[config.mk]
export PLATFORM = sky130hd
export DESIGN_NAME = exec_unit
export DESIGN_NICKNAME = d
export VERILOG_FILES = /design/src/rtl/exec_unit.sv
export SDC_FILE = /design/constraint.sdc
export NUM_CORES = 1
export LEC_CHECK = 0
export ABC_AREA = 1
export CAP_MARGIN = 0
export CORE_ASPECT_RATIO = 0.75
export CORE_MARGIN = 2
export CORE_UTILIZATION = 25
export CTS_BUF_LIST = sky130_fd_sc_hd__clkbuf_8
export DETAILED_ROUTE_END_ITERATION = 16
export GPL_ROUTABILITY_DRIVEN = 0
export PLACE_DENSITY = 0.45
export SETUP_SLACK_MARGIN = 0.1
export SYNTH_ARGS = -nofsm -noshare
export SYNTH_HDL_FRONTEND = slang
export SYNTH_SLANG_ARGS = --single-unit
[constraint.sdc]
create_clock -name clk -period 3.3 [get_ports clk]
set_input_delay 0.66 -clock clk [delete_from_list [all_inputs] [get_ports clk]]
set_output_delay 0.66 -clock clk [all_outputs]
set_load 0.01 [all_outputs]
[src/rtl/exec_unit.sv]
// Execute stage behind the 16x16 register bank: ALU ops in one cycle,
// MUL/DIV/MOD iterate one bit per cycle; result drives the bank write port.
//   in : clk, rst (sync, active-high), start, opcode, op_a, op_b, dest_in
//   out: busy, done, rw, dataOut, dest, zero, carry
module exec_unit #(
  parameter int WIDTH      = 16,
  parameter int REG_ADDR_W = 4
) (
  input  logic                  clk,
  input  logic                  rst,
  input  logic                  start,
  input  logic [3:0]            opcode,
  input  logic [WIDTH-1:0]      op_a,
  input  logic [WIDTH-1:0]      op_b,
  input  logic [REG_ADDR_W-1:0] dest_in,
  output logic                  busy,
  output logic                  done,
  output logic                  rw,
  output logic [WIDTH-1:0]      dataOut,
  output logic [REG_ADDR_W-1:0] dest,
  output logic                  zero,
  output logic                  carry
);

  localparam int CW = $clog2(WIDTH);

  localparam logic [3:0] OP_ADD = 4'd0;
  localparam logic [3:0] OP_SUB = 4'd1;
  localparam logic [3:0] OP_AND = 4'd2;
  localparam logic [3:0] OP_OR  = 4'd3;
  localparam logic [3:0] OP_XOR = 4'd4;
  localparam logic [3:0] OP_NOT = 4'd5;
  localparam logic [3:0] OP_SHL = 4'd6;
  localparam logic [3:0] OP_SHR = 4'd7;
  localparam logic [3:0] OP_MUL = 4'd8;
  localparam logic [3:0] OP_DIV = 4'd9;
  localparam logic [3:0] OP_MOD = 4'd10;

  typedef enum logic [1:0] {
    S_IDLE,
    S_ITER,
    S_DONE
  } state_e;

  state_e state_q, state_d;

  logic [CW-1:0]         cnt_q;
  logic [3:0]            op_q;
  logic [WIDTH-1:0]      a_q, b_q;
  logic [REG_ADDR_W-1:0] dst_q;
  // MUL: {hi,lo} is the product shift register (lo starts as b).
  // DIV/MOD: hi is the partial remainder, lo shifts dividend out
  // and quotient bits in.
  logic [WIDTH-1:0]      hi_q, lo_q;

  logic                  done_q, rw_q, zero_q, carry_q;
  logic [WIDTH-1:0]      data_q;
  logic [REG_ADDR_W-1:0] dest_q;

  logic                  is_iter;
  logic [WIDTH:0]        mul_sum;
  logic [WIDTH:0]        div_sh;
  logic [WIDTH+1:0]      div_tr;
  logic                  div_ge;
  logic [WIDTH:0]        sum, dif;
  logic [WIDTH-1:0]      res;
  logic                  res_c, res_v;

  assign is_iter = (opcode == OP_MUL) || (opcode == OP_DIV)
                || (opcode == OP_MOD);

  assign mul_sum = {1'b0, hi_q} + (lo_q[0] ? {1'b0, a_q} : '0);
  assign div_sh  = {hi_q, lo_q[WIDTH-1]};
  assign div_tr  = {1'b0, div_sh} - {2'b00, b_q};
  assign div_ge  = ~div_tr[WIDTH+1];

  assign sum = {1'b0, a_q} + {1'b0, b_q};
  assign dif = {1'b0, a_q} - {1'b0, b_q};

  always_ff @(posedge clk) begin
    if (rst) state_q <= S_IDLE;
    else     state_q <= state_d;
  end

  always_comb begin
    state_d = state_q;
    unique case (state_q)
      S_IDLE: if (start) state_d = is_iter ? S_ITER : S_DONE;
      S_ITER: if (cnt_q == CW'(WIDTH-1)) state_d = S_DONE;
      S_DONE: state_d = S_IDLE;
      default: state_d = S_IDLE;
    endcase
  end

  always_comb begin
    res   = '0;
    res_c = 1'b0;
    res_v = 1'b1;
    unique case (op_q)
      OP_ADD: begin res = sum[WIDTH-1:0]; res_c = sum[WIDTH]; end
      OP_SUB: begin res = dif[WIDTH-1:0]; res_c = dif[WIDTH]; end
      OP_AND: res = a_q & b_q;
      OP_OR:  res = a_q | b_q;
      OP_XOR: res = a_q ^ b_q;
      OP_NOT: res = ~a_q;
      OP_SHL: res = a_q << b_q[3:0];
      OP_SHR: res = a_q >> b_q[3:0];
      OP_MUL: begin res = lo_q; res_c = |hi_q; end
      OP_DIV: begin res = lo_q; res_c = (b_q == '0); end
      OP_MOD: begin res = hi_q; res_c = (b_q == '0); end
      default: res_v = 1'b0;
    endcase
  end

  always_ff @(posedge clk) begin
    if (rst) begin
      cnt_q   <= '0;
      op_q    <= '0;
      a_q     <= '0;
      b_q     <= '0;
      dst_q   <= '0;
      hi_q    <= '0;
      lo_q    <= '0;
      done_q  <= 1'b0;
      rw_q    <= 1'b0;
      data_q  <= '0;
      dest_q  <= '0;
      zero_q  <= 1'b0;
      carry_q <= 1'b0;
    end else begin
      done_q <= 1'b0;
      rw_q   <= 1'b0;
      unique case (state_q)
        S_IDLE: begin
          if (start) begin
            op_q  <= opcode;
            a_q   <= op_a;
            b_q   <= op_b;
            dst_q <= dest_in;
            cnt_q <= '0;
            hi_q  <= '0;
            lo_q  <= (opcode == OP_MUL) ? op_b : op_a;
          end
        end
        S_ITER: begin
          cnt_q <= cnt_q + CW'(1);
          if (op_q == OP_MUL) begin
            hi_q <= mul_sum[WIDTH:1];
            lo_q <= {mul_sum[0], lo_q[WIDTH-1:1]};
          end else begin
            hi_q <= div_ge ? div_tr[WIDTH-1:0] : div_sh[WIDTH-1:0];
            lo_q <= {lo_q[WIDTH-2:0], div_ge};
          end
        end
        S_DONE: begin
          done_q <= 1'b1;
          // Reserved opcodes complete the handshake but leave the
          // write port and flags untouched.
          if (res_v) begin
            rw_q    <= 1'b1;
            data_q  <= res;
            dest_q  <= dst_q;
            zero_q  <= (res == '0);
            carry_q <= res_c;
          end
        end
        default: ;
      endcase
    end
  end

  assign busy    = (state_q != S_IDLE);
  assign done    = done_q;
  assign rw      = rw_q;
  assign dataOut = data_q;
  assign dest    = dest_q;
  assign zero    = zero_q;
  assign carry   = carry_q;

endmodule

-- Word-level counts from Yosys, hierarchy flattened
Index checks and enable logic that the tools add are counted.
W data, S select, Z words.
- register bits after elaboration: 102
- memories: 0
- RAM bits: 0
- input port bits: 43
- latch bits: 0
- memory bits (read-only): 0
- logic and storage cells: 82
- output and inout bits: 25
- reduce and logical (&&, ||, !) cells: 17
- $lt $le $gt $ge: 0
- mux-type cells: 20
- divide/modulo/power cells: 0
- shift operators: 2
- bitwise logic cells: 6
- add/sub/neg operators: 5
- eq/ne operators: 18
- multiply operators: 0
- operators with widths (cell ; count):
    $pmux W16 S10 ; 1
    $mux W16 ; 7
    $pmux W16 S2 ; 2
    $add A16 B16 Y17 ; 2
    $logic_not A16 Y1 ; 2
    $eq A4 B4 Y1 const B ; 7
    $sub A17 B16 Y18 ; 1
    $sub A16 B16 Y17 ; 1
    $and A16 B16 Y16 ; 1
    $eq A4 B3 Y1 const B ; 4
    $not A16 Y16 ; 1
    $or A16 B16 Y16 ; 1
    $reduce_or A16 Y1 ; 1
    $shl A16 B4 Y16 ; 1
    $shr A16 B4 Y16 ; 1
    $xor A16 B16 Y16 ; 1
    $reduce_or A11 Y1 ; 1
    $eq A4 B2 Y1 const B ; 2
    $pmux W4 S2 ; 1
    $reduce_and A2 Y1 ; 4
    $mux W2 ; 3
    $reduce_or A2 Y1 ; 3
    $add A4 B1 Y4 const B ; 1
    $eq A4 B1 Y1 const B ; 1
    12 further kinds ; 18

-- Logic depth before layout (Yosys ltp)
Gate-level depths: netlist of run 1.
- depth after elaboration: 6
- mapped depth: 21
- depth with buffers taken out: 19

-- Worst setup path after synthesis of run 1
OpenSTA, ideal clock, no wires.
- path type: register to register
- start point: reg b_q[2]
- end point: reg zero_q, in the netlist zero
- path buffers: 3
- required time: 3.230 ns
- data arrival time: 2.373 ns
- library setup time: 0.070 ns
- period minus slack after synthesis: 2.443 ns
- stages on the path, launching flop included: 19
- setup slack: 0.857 ns
- cells stage by stage: dfxtp_1 -> buf_4 -> clkinv_1 -> buf_2 -> ha_1 -> buf_4 -> inv_2 -> nand3b_1 -> nand2_1 -> nand2_1 -> nand2_1 -> nand3_1 -> a21oi_1 -> nor2_1 -> nor2_1 -> nand2_1 -> nor2_1 -> nand3_1 -> a21oi_1
- cells in the longest elaborated chain, start to end: 3
- elaborated cells between the ends (all ways): 9
- those cells by class: add/sub (2); shift (2); mux (1); bitwise (3); reduce/logical (1)
- RTL lines (element ; line ; source):
    start, declared ; 49 ; logic [WIDTH-1:0] a_q, b_q;
    start signal, assigned ; 138 ; b_q <= op_b;
    $sub A16 B16 Y17 (tied with other cells) ; 78 ; assign dif = {1'b0, a_q} - {1'b0, b_q};
    $pmux W16 S10 * ; 99 ; unique case (op_q)
    $logic_not A16 Y1 * ; 163 ; zero_q <= (res == '0);
    end signal, assigned ; 163 ;
    end, declared ; 56 ; logic done_q, rw_q, zero_q, carry_q;
Every way passes the cells marked *; elsewhere a longest branch is shown, timed or not.
A chain may end at the register's enable or synchronous reset.

-- Final worst setup path of run 1
- start point: reg a_q[8]
- end point: reg zero_q, in the netlist zero
- cells in the longest elaborated chain, start to end: 3
- elaborated cells between the ends (all ways): 10
- those cells by class: add/sub (2); shift (2); mux (1); bitwise (4); reduce/logical (1)
- RTL lines (element ; line ; source):
    start, declared ; 49 ;
    start signal, assigned ; 137 ; a_q <= op_a;
    $sub A16 B16 Y17 (tied with other cells) ; 78 ;
    $pmux W16 S10 * ; 99 ;
    $logic_not A16 Y1 * ; 163 ;
Marks and branches as above.

==> results of run 1 <==
## cell type report
class | instances | area (um^2) | share of cell area (%)
clock buffers | 9 | 124 | 1.02
well taps | 569 | 712 | 5.87
inverters | 211 | 797 | 6.57
flip-flops and latches | 102 | 2050 | 16.9
multi-input cells | 1441 | 7350 | 60.6
repair buffers | 113 | 1030 | 8.48
clock inverters | 7 | 66.3 | 0.547
## synth_stat cells (2+ instances only)
cell      number
xnor2_1        4
nor4_1         5
clkbuf_2       2
a211oi_1       2
o21bai_1       5
buf_4          4
inv_4          2
xor2_1        12
buf_2         20
o22ai_1       14
nor2_2         8
buf_6          6
nand3b_1      10
o211ai_1      15
nand4_1       24
a31oi_1        3
inv_1        202
o21a_1         4
a21o_1         3
o21ai_1        3
nand3_1      216
clkbuf_1      39
nand2_2       10
a21oi_1      134
nor3_1        16
buf_1          3
a21oi_2        3
nor2_1       168
or2_2          4
fa_1           4
nand2_1      526
dfxtp_1      102
clkinv_1       2
o21ai_0      158
ha_1          83
inv_2          5
## kinds of logic after synthesis
kind of cell	after synthesis
compound gates	348
xor+xnor	16
fa+ha+maj	87
buf+inv	285
flops	102
simple gates	990
## worst max-delay path, cell delays in order (launching register included)
cell and delay, ns:
dfxtp_1 0.47, inv_1 0.11, ha_1 0.37, buf_4 0.19, nand2_1 0.07, nand2_1 0.10
a21oi_1 0.45, nor2_1 0.08, nor2_1 0.20, nand3_1 0.09, nand3_1 0.10, nand3b_1 0.25
nor3_1 0.25, nand3_1 0.10, a21oi_1 0.14
## flip-flops by register name (all words and copies together), names as in the netlist
name,cells
a_q,16
b_q,16
dataOut,16
hi_q,16
lo_q,16
cnt_q,4
dest,4
dst_q,4
op_q,4
state_q,2
carry,1
done,1
rw,1
zero,1
## report_power, final
part           total [mW]  switching [mW]  internal, mW
clock network       0.858           0.566         0.292
logic                3.68            2.53          1.15
registers            1.63           0.214          1.42
## stage by stage
step                power (mW)  area, um^2  utilization, %  hold WS [ns]
floorplan                 3.91       10500               -         0.437
global placement          5.21       11900            28.5         0.448
detailed placement        5.20       11900            28.5         0.467
CTS                       6.08       12100            28.9         0.487
global route              6.64       12100            29.0         0.506
finish                    6.17       12100            29.0         0.486
## path summary, 6_finish.rpt
kind	to	startpoint	slack, ns
setup / recovery	zero	a_q[8]	0.28
setup reg to reg	zero	a_q[8]	0.28
hold / removal	cnt_q[2]	cnt_q[2]	0.49
hold reg to reg	cnt_q[2]	cnt_q[2]	0.49
## layer usage
layer | up-vias | track usage (%)
met1 | 5935 | 34.9
met3 | 38 | 4.67
met5 | - | 0
li1 | 6100 | -
met4 | 0 | 4.52
met2 | 558 | 30.8
## what timing repair did
| item | CTS | global route |
|---|---|---|
| hold endpoints to repair | 0 | 0 |
| gates resized for setup | 1 | 15 |
| endpoints found under the setup margin | 1 | 13 |
==> reports/metrics.yaml, run 1 <==
worst_setup_path:
  worstPathArrival_ns: 3.40
  critPathRequiredTime_ns: 3.68
  reg2reg_depth: 14
  startpoint_type: "flop"
  crit_type: "reg2reg"
  end_kind: "flop"
  critPathMaxFanout: 7
sta:
  period_needed_ns: 3.02
  rsz0062_at_grt: "true"
  relSlewSlack_pct: 27.8
  tns_ns: 0
  worst_clock_skew_ns: 0.0196
  setup_violations: 0
  slew_viol_final: 0
  setup_slack_ns: 0.282
  max_freq_mhz: 331
  worst_pin_slew_ns: 1.08
  hold_viol: 0
  fin_crit_sh_pct: 91.5
clocking:
  clock_latency_ns: 0.45
  clockBufferDepth: 2
  htreeDepth: 3
  clock-sinks: 102
  clk_pin_slew_worst_paths_ns: 0.13
  hold_buffers: 0
  cts-root-buf: "clkbuf_8"
  postCtsSetupBuffers: 0
  cts_buffers: 9
  cts_tree: "built"
synth:
  synth_compound_area_share_pct: 17.8
  synth.top_cell.area_share_pct: 19.4
  synth_nets: 1958
  synth_edf_count: 0
  async_reset_ff_share_pct: 0
  synth_area_um2: 10500
  ys_ff_latch: 102
  synth_top_family_by_area: "simple AND/OR/NAND/NOR gates"
  yosys_warnings: 0
  synth-main-ff-cell: "dfxtp_1"
  yosysUniqueCellTypes: 43
  synthMuxAreaShare_pct: 0
  avgSynthCellArea_um2: 5.75
  synthTopCellsByArea: "dfxtp_1, nand2_1, nand3_1"
  synth-adder-area-share_pct: 10.6
  synth-xor-area-share_pct: 1.33
  syn_inst: 1828
  synth_area_leader_cell: "dfxtp_1"
  yosys.area_share.simple_pct: 39.8
  seq_area_frac_synth_pct: 19.4
detailed_routing:
  vias: 12600
  drt-total-wl_mm: 48.8
  wl_per_cell_um: 19.9
  wl_met1_mm: 24.6
  drc: 0
  dr.pass1.iters: 5
  top_layer: "met4"
  met3_length_mm: 4.52
  route.met2.wl_mm: 19.0
  drt_iter0_drc: 1536
  post_drt_via_cell_ratio: 5.15
  antenna_violating_nets_post_route: 0
die:
  die_w_um: 241
  rows: 65
  core_area_um2: 41800
  dieArea_um2: 43700
  start_util_pct: 25.2
  pin_count: 68
  die_h_um: 182
cells_and_area:
  final_common_cell: "nand2_1"
  stdcell_count: 2452
  nNetsFinal: 2008
  area_delta_synth_final_pct: 15.3
  antennaDiodeCount: 0
  drive_above_1_share_pct: 6.05
  nFillCells: 4864
  mostFrequentLayoutCells: "nand2_1, nand3_1, inv_1, nor2_1, o21ai_0"
power:
  irDropWorstVdd_mv: 0.350
  power_leakage_nw: 5.75
  power_density_nw_per_um2: 509
placement:
  dp_worst_setup_slack_ns: 0.0387
  place_hpwl_mm: 39.8
  dp_cells: 2436
  portBuffers: 67
outcome:
  status: "complete, no violations"
grt:
  antenna_found_initial: 0
  grt_pass1_wl_mm: 73.1
  grt.total_usage_pct: 22.4
  grt_overflow: 0
  grt_max_degree: 77
  grt_pass1_vias: 11600
job:
  cap_violations: 0
hold_path:
  hold_path_class: "reg2reg"
  min_path_cells: 2
No activity file was read; power rests on OpenSTA's default activity.
==> run 2: changes to the inputs <==
--- a/config.mk
+++ b/config.mk
@@ -13,8 +13,9 @@
 export CTS_BUF_LIST = sky130_fd_sc_hd__clkbuf_8
 export DETAILED_ROUTE_END_ITERATION = 16
 export GPL_ROUTABILITY_DRIVEN = 0
+export GPL_TIMING_DRIVEN = 0
 export PLACE_DENSITY = 0.45
-export SETUP_SLACK_MARGIN = 0.1
+export SETUP_SLACK_MARGIN = 0.4
 export SYNTH_ARGS = -nofsm -noshare
 export SYNTH_HDL_FRONTEND = slang
 export SYNTH_SLANG_ARGS = --single-unit
==> run 2 against run 1 <==
Sequential power is 4% higher. First-iteration DRC count is 0.52% lower. Wire length is 9.3% higher. Via count is 4.3% higher. Setup slack better by 0.10 ns. Critical path depth stayed put. Global-route usage is 1.6 points higher. Clock power is 8.6% higher. Critical path type unchanged.
==> reports/metrics.yaml, run 2 (synthesis gave the netlist of run 1 again) <==
cells_and_area:
  nFillCells: 4842
  multi_input_comb_area_um2: 7490
  mostFrequentLayoutCells: "nand2_1, nand3_1, inv_1, nor2_1, o21ai_0"
  stdcell_count: 2491
  nNetsFinal: 2047
  final_common_cell: "nand2_1"
  seqCellArea_um2: 2090
  area_delta_synth_final_pct: 18.8
  antennaDiodeCount: 0
  drive_above_1_share_pct: 8.06
clocking:
  cts_buffers: 9
  clockBufferDepth: 2
  clock_latency_ns: 0.43
  cts_tree: "built"
  hold_buffers: 0
  clk_pin_slew_worst_paths_ns: 0.12
  clock-sinks: 102
  cts-root-buf: "clkbuf_8"
  htreeDepth: 3
power:
  power_leakage_nw: 5.85
  p_int_mw: 3.05
  swShare_pct: 54.3
  switchingPower_mw: 3.63
  pwr-share-clk_pct: 14.0
  power_density_nw_per_um2: 535
  irDropWorstVdd_mv: 0.274
  combPwrFrac_pct: 60.7
  p_seq_share_pct: 25.4
detailed_routing:
  dr.pass1.iters: 6
  vias: 13200
  post_drt_via_cell_ratio: 5.29
  drc: 0
  antenna_violating_nets_post_route: 0
  wl_per_cell_um: 21.4
  drt-total-wl_mm: 53.3
  drt_iter0_drc: 1528
job:
  cap_violations: 0
worst_setup_path:
  path_cells: "inv_1 > ha_2 > inv_1 > a21oi_4 > nor2_1 > nor2_1 > nand3_1 > nand3_1 > nand2_1 > nor2_2 > nand2_1 > nor3_2 > nand3_1 > a21oi_1"
  reg2reg_depth: 14
  slowest_stage: "dfxtp_2"
  max_stage_delay_ns: 0.51
  worstPathArrival_ns: 3.28
  cp-startpoint: "a_q[5]"
  crit_end: "zero"
  cpMostUsedCell: "nand3_1"
  crit_type: "reg2reg"
  r2r-end: "zero"
  critPathRequiredTime_ns: 3.66
  end_kind: "flop"
  critPathMaxFanout: 7
  reg2reg_from: "a_q[5]"
  r2r_setup_slack_ns: 0.38
  startpoint_type: "flop"
placement:
  place_hpwl_mm: 43.6
  portBuffers: 66
  dp_cells: 2463
grt:
  grt_max_degree: 21
  antenna_found_initial: 0
  grt.total_usage_pct: 24.0
  grt_pass1_vias: 11700
  grt_pass1_wl_mm: 77.1
  grt_overflow: 0
hold_path:
  hold_path_class: "reg2reg"
die:
  dieArea_um2: 43700
  die_h_um: 182
  core_area_um2: 41800
  start_util_pct: 25.2
  die_w_um: 241
  pin_count: 68
  rows: 65
sta:
  worst_pin_slew_ns: 0.974
  worst_clock_skew_ns: 0.0171
  setup_violations: 0
  hold_viol: 0
  slew_viol_final: 0
  worst_hold_slack_ns: 0.475
  fin_crit_sh_pct: 88.4
  max_freq_mhz: 343
  rsz0062_at_grt: "true"
  period_needed_ns: 2.92
  relSlewSlack_pct: 34.8
outcome:
  status: "complete, no violations"
==> run 2: cell count changes in the layout (fill, tap and decap cells not counted), moves of 5 or more <==
cell      change
buf_2        +16
dfxtp_1      -11
buf_6         +7
dfxtp_4      +11
o21ai_0       -7
clkbuf_1     +37
nand2_1       -5
buf_4        -30
nand3_1       -5
==> run 2: per-layer routing <==
metal | vias up | global-route usage (%) | wire length (um)
met1 | 6295 | 37.7 | 25900
met4 | 0 | 3.16 | 546
met2 | 658 | 32.8 | 20900
li1 | 6184 | - | -
met3 | 35 | 5.88 | 6040
met5 | - | 0 | 0
==> run 2: critical path: cells and delay by family (launching register included) <==
kind                       cells  cell delay [ns]
buffers and inverters          2             0.30
and+or+nand+nor                9             1.16
AOI/OAI and AO/OA              2             0.39
adders and majority gates      1             0.48
DFF                            1             0.51
==> run 2: final cells by class <==
cell class | instances | share of cell area, %
Multi-Input combinational cell | 1441 | 60.0
Sequential cell | 102 | 16.7
Inverter | 211 | 6.52
Timing Repair Buffer | 78 | 6.01
Tap cell | 569 | 5.70
Buffer | 74 | 3.22
Clock buffer | 9 | 0.992
Clock inverter | 7 | 0.802
==> run 2: how the worst min path moves through the flow <==
stage / from / end / slack (ns) / cells after the start
CTS: cnt_q[2] / cnt_q[2] / 0.48 / 2
floorplan: cnt_q[2] / cnt_q[2] / 0.44 / 2
detailed placement: cnt_q[2] / cnt_q[2] / 0.46 / 2
finish: cnt_q[2] / cnt_q[2] / 0.47 / 2
global placement: cnt_q[2] / cnt_q[2] / 0.45 / 2
global route: cnt_q[2] / cnt_q[2] / 0.50 / 2
==> run 2: timing repair <==
action / 4_1_cts / 5_1_grt
setup buffers: 3 / 9
resized for setup: 44 / 61
hold endpoints to repair: 0 / 0
endpoints found under the setup margin: 32 / 35
pin swaps: 5 / 8
==> run 2: metrics by stage <==
step           instance area (um^2)  power [mW]  setup WS, ns  setup TNS [ns]  util [%]
4_1_cts                       12300        6.40         0.358               0      29.3
3_3_place_gp                  11900        5.35        -0.313          -0.732      28.4
3_5_place_dp                  11900        5.34        -0.316          -0.722      28.4
5_1_grt                       12500        7.08         0.238               0      29.9
2_1_floorplan                 10500        3.91         0.857               0         -
6_report                      12500        6.68         0.383               0      29.9
==> run 2: power groups by stage <==
| stage | clock network [mW] | logic [mW] | registers [mW] |
|---|---|---|---|
| 5_1_grt | 0.993 | 4.38 | 1.71 |
| 6_report | 0.932 | 4.05 | 1.70 |
| 2_1_floorplan | 0 | 2.32 | 1.59 |
| 4_1_cts | 0.958 | 3.77 | 1.68 |
| 3_5_place_dp | 0 | 3.65 | 1.70 |
| 3_3_place_gp | 0 | 3.64 | 1.70 |
==> run 3: changes to the inputs <==
--- a/config.mk
+++ b/config.mk
@@ -12,9 +12,9 @@
 export CORE_UTILIZATION = 25
 export CTS_BUF_LIST = sky130_fd_sc_hd__clkbuf_8
 export DETAILED_ROUTE_END_ITERATION = 16
-export GPL_ROUTABILITY_DRIVEN = 0
 export GPL_TIMING_DRIVEN = 0
 export PLACE_DENSITY = 0.45
+export REMOVE_ABC_BUFFERS = 1
 export SETUP_SLACK_MARGIN = 0.4
 export SYNTH_ARGS = -nofsm -noshare
 export SYNTH_HDL_FRONTEND = slang
==> run 3 against run 2 <==
Via count is 4.7% lower. Maximum frequency increased by 5.3%. Final cell count fell by 2.3%. Combinational power is 8.9% lower. Sequential power about the same. Flip-flop and latch count unchanged. Total power shrank 4.8%. Global-route usage decreased by 1.5 points. Setup slack gained 0.15 ns. Non-clock buffer count is 64 lower. Core utilization is 0.52 points lower. Largest power group unchanged.
==> reports/metrics.yaml, run 3 (synthesis gave the netlist of run 1 again) <==
cells_and_area:
  area_delta_synth_final_pct: 16.7
  stdcell_count: 2433
  nNetsFinal: 1988
  final_common_cell: "nand2_1"
  mostFrequentLayoutCells: "nand2_1, nand3_1, inv_1, nor2_1, o21ai_0"
  drive_above_1_share_pct: 7.57
clocking:
  clockBufferDepth: 2
  clk_pin_slew_worst_paths_ns: 0.13
  cts-root-buf: "clkbuf_8"
  htreeDepth: 3
  cts_tree: "built"
  cts_buffers: 9
  clock-sinks: 102
  clock_latency_ns: 0.47
  hold_buffers: 0
worst_setup_path:
  startpoint_type: "flop"
  worstPathArrival_ns: 3.08
  critPathRequiredTime_ns: 3.62
  critPathMaxFanout: 7
  reg2reg_depth: 12
  r2r-end: "hi_q[14]"
  slowest_stage: "nor3_2"
  cpMostUsedCell: "o21ai_0"
  end_kind: "flop"
  path_cells: "inv_1 > ha_1 > nand2_1 > nor3_2 > nand4_1 > buf_4 > nand3_4 > nand2_2 > o21ai_0 > o21ai_0 > nand3_1 > a21oi_1"
  crit_type: "reg2reg"
  max_stage_delay_ns: 0.44
  r2r_setup_slack_ns: 0.53
  reg2reg_from: "b_q[12]"
sta:
  rsz0062_at_grt: "true"
  tns_ns: 0
  hold_viol: 0
  relSlewSlack_pct: 17.4
  worst_clock_skew_ns: 0.0239
  setup_violations: 0
  max_freq_mhz: 361
  worst_pin_slew_ns: 1.24
  worst_hold_slack_ns: 0.479
  period_needed_ns: 2.77
  fin_crit_sh_pct: 83.9
  slew_viol_final: 0
grt:
  grt.total_usage_pct: 22.5
  grt_overflow: 0
  antenna_found_initial: 0
  grt_pass1_vias: 11300
  grt_max_degree: 61
  grt_pass1_wl_mm: 73.3
placement:
  dp_cells: 2397
  place_congestion: 0.934
  place_hpwl_mm: 37.2
  portBuffers: 67
detailed_routing:
  antenna_violating_nets_post_route: 0
  dr.pass1.iters: 5
  drc: 0
  wl_per_cell_um: 20.2
  post_drt_via_cell_ratio: 5.16
  vias: 12600
  drt-total-wl_mm: 49.2
  drt_iter0_drc: 1523
hold_path:
  worst_hold_path.endpoint: "zero"
  min_path_cells: 2
  hold_path_startpoint: "zero"
  hold_path_class: "reg2reg"
job:
  cap_violations: 0
power:
  power_leakage_nw: 5.68
  p_total_mw: 6.36
  power_density_nw_per_um2: 518
  irDropWorstVdd_mv: 0.223
die:
  rows: 65
  die_h_um: 182
  core_area_um2: 41800
  die_w_um: 241
  pin_count: 68
  dieArea_um2: 43700
  start_util_pct: 25.2
outcome:
  status: "complete, no violations"
==> run 3: worst max path at each step <==
stage / slack (ns) / cells past startpoint / to / start
6_report: 0.53 / 12 / hi_q[14] / b_q[12]
5_1_grt: 0.36 / 14 / zero / b_q[4]
4_1_cts: 0.41 / 15 / zero / a_q[3]
3_5_place_dp: -1.79 / 12 / lo_q[0] / b_q[2]
3_3_place_gp: -2.48 / 7 / lo_q[13] / start
2_1_floorplan: -0.03 / 6 / lo_q[0] / start
==> run 3: area by class of cell <==
type                            count  area, um^2
Clock inverter                      7        93.8
Timing Repair Buffer               88         903
Multi-Input combinational cell   1444        7500
Tap cell                          569         712
Timing Repair inverter              2        15.0
Clock buffer                        9         124
Antenna cell                        1        2.50
Inverter                          211         835
Fill cell                        4859       29500
Sequential cell                   102        2080
==> run 3: metal layers <==
layer / GRT usage, % / vias to the layer above / part of all wire (%)
met3: 4.30 / 50 / 9.3
met4: 4.52 / 0 / 1.5
met5: 0 / - / 0
met1: 35.8 / 5865 / 51
met2: 30.4 / 564 / 38
li1: - / 6071 / -
==> run 3: repair_timing <==
| item | in CTS | in global routing |
|---|---|---|
| pin swaps | 2 | 4 |
| endpoints found under the setup margin | 52 | 23 |
| resized for setup | 33 | 50 |
| gates cloned | 4 | 1 |
| buffers inserted | 8 | 6 |
==> run 3: per-stage QoR <==
stage                     area, um^2  setup WS (ns)  utilization (%)
after global placement         11500          -2.48             27.6
final                          12300          0.531             29.3
after floorplan                10100        -0.0347                -
after detailed placement       11700          -1.79             27.9
after global routing           12300          0.363             29.3
after CTS                      12100          0.412             28.9
==> run 3: where the power goes <==
| part | switching [mW] | total, mW | internal, mW | leakage [nW] |
|---|---|---|---|---|
| Sequential | 0.273 | 1.70 | 1.43 | 0.847 |
| Combinational | 2.52 | 3.69 | 1.17 | 4.73 |
| Clock | 0.597 | 0.967 | 0.370 | 0.106 |
==> run 3: critical path, delay by kind of cell (launching register included) <==
| kind | cells | cell delay [ns] |
|---|---|---|
| AND/OR/NAND/NOR | 6 | 1.16 |
| AO/OA/AOI/OAI | 3 | 0.27 |
| flip-flops | 1 | 0.39 |
| adder cells (fa/ha/maj) | 1 | 0.43 |
| buffers and inverters | 2 | 0.36 |
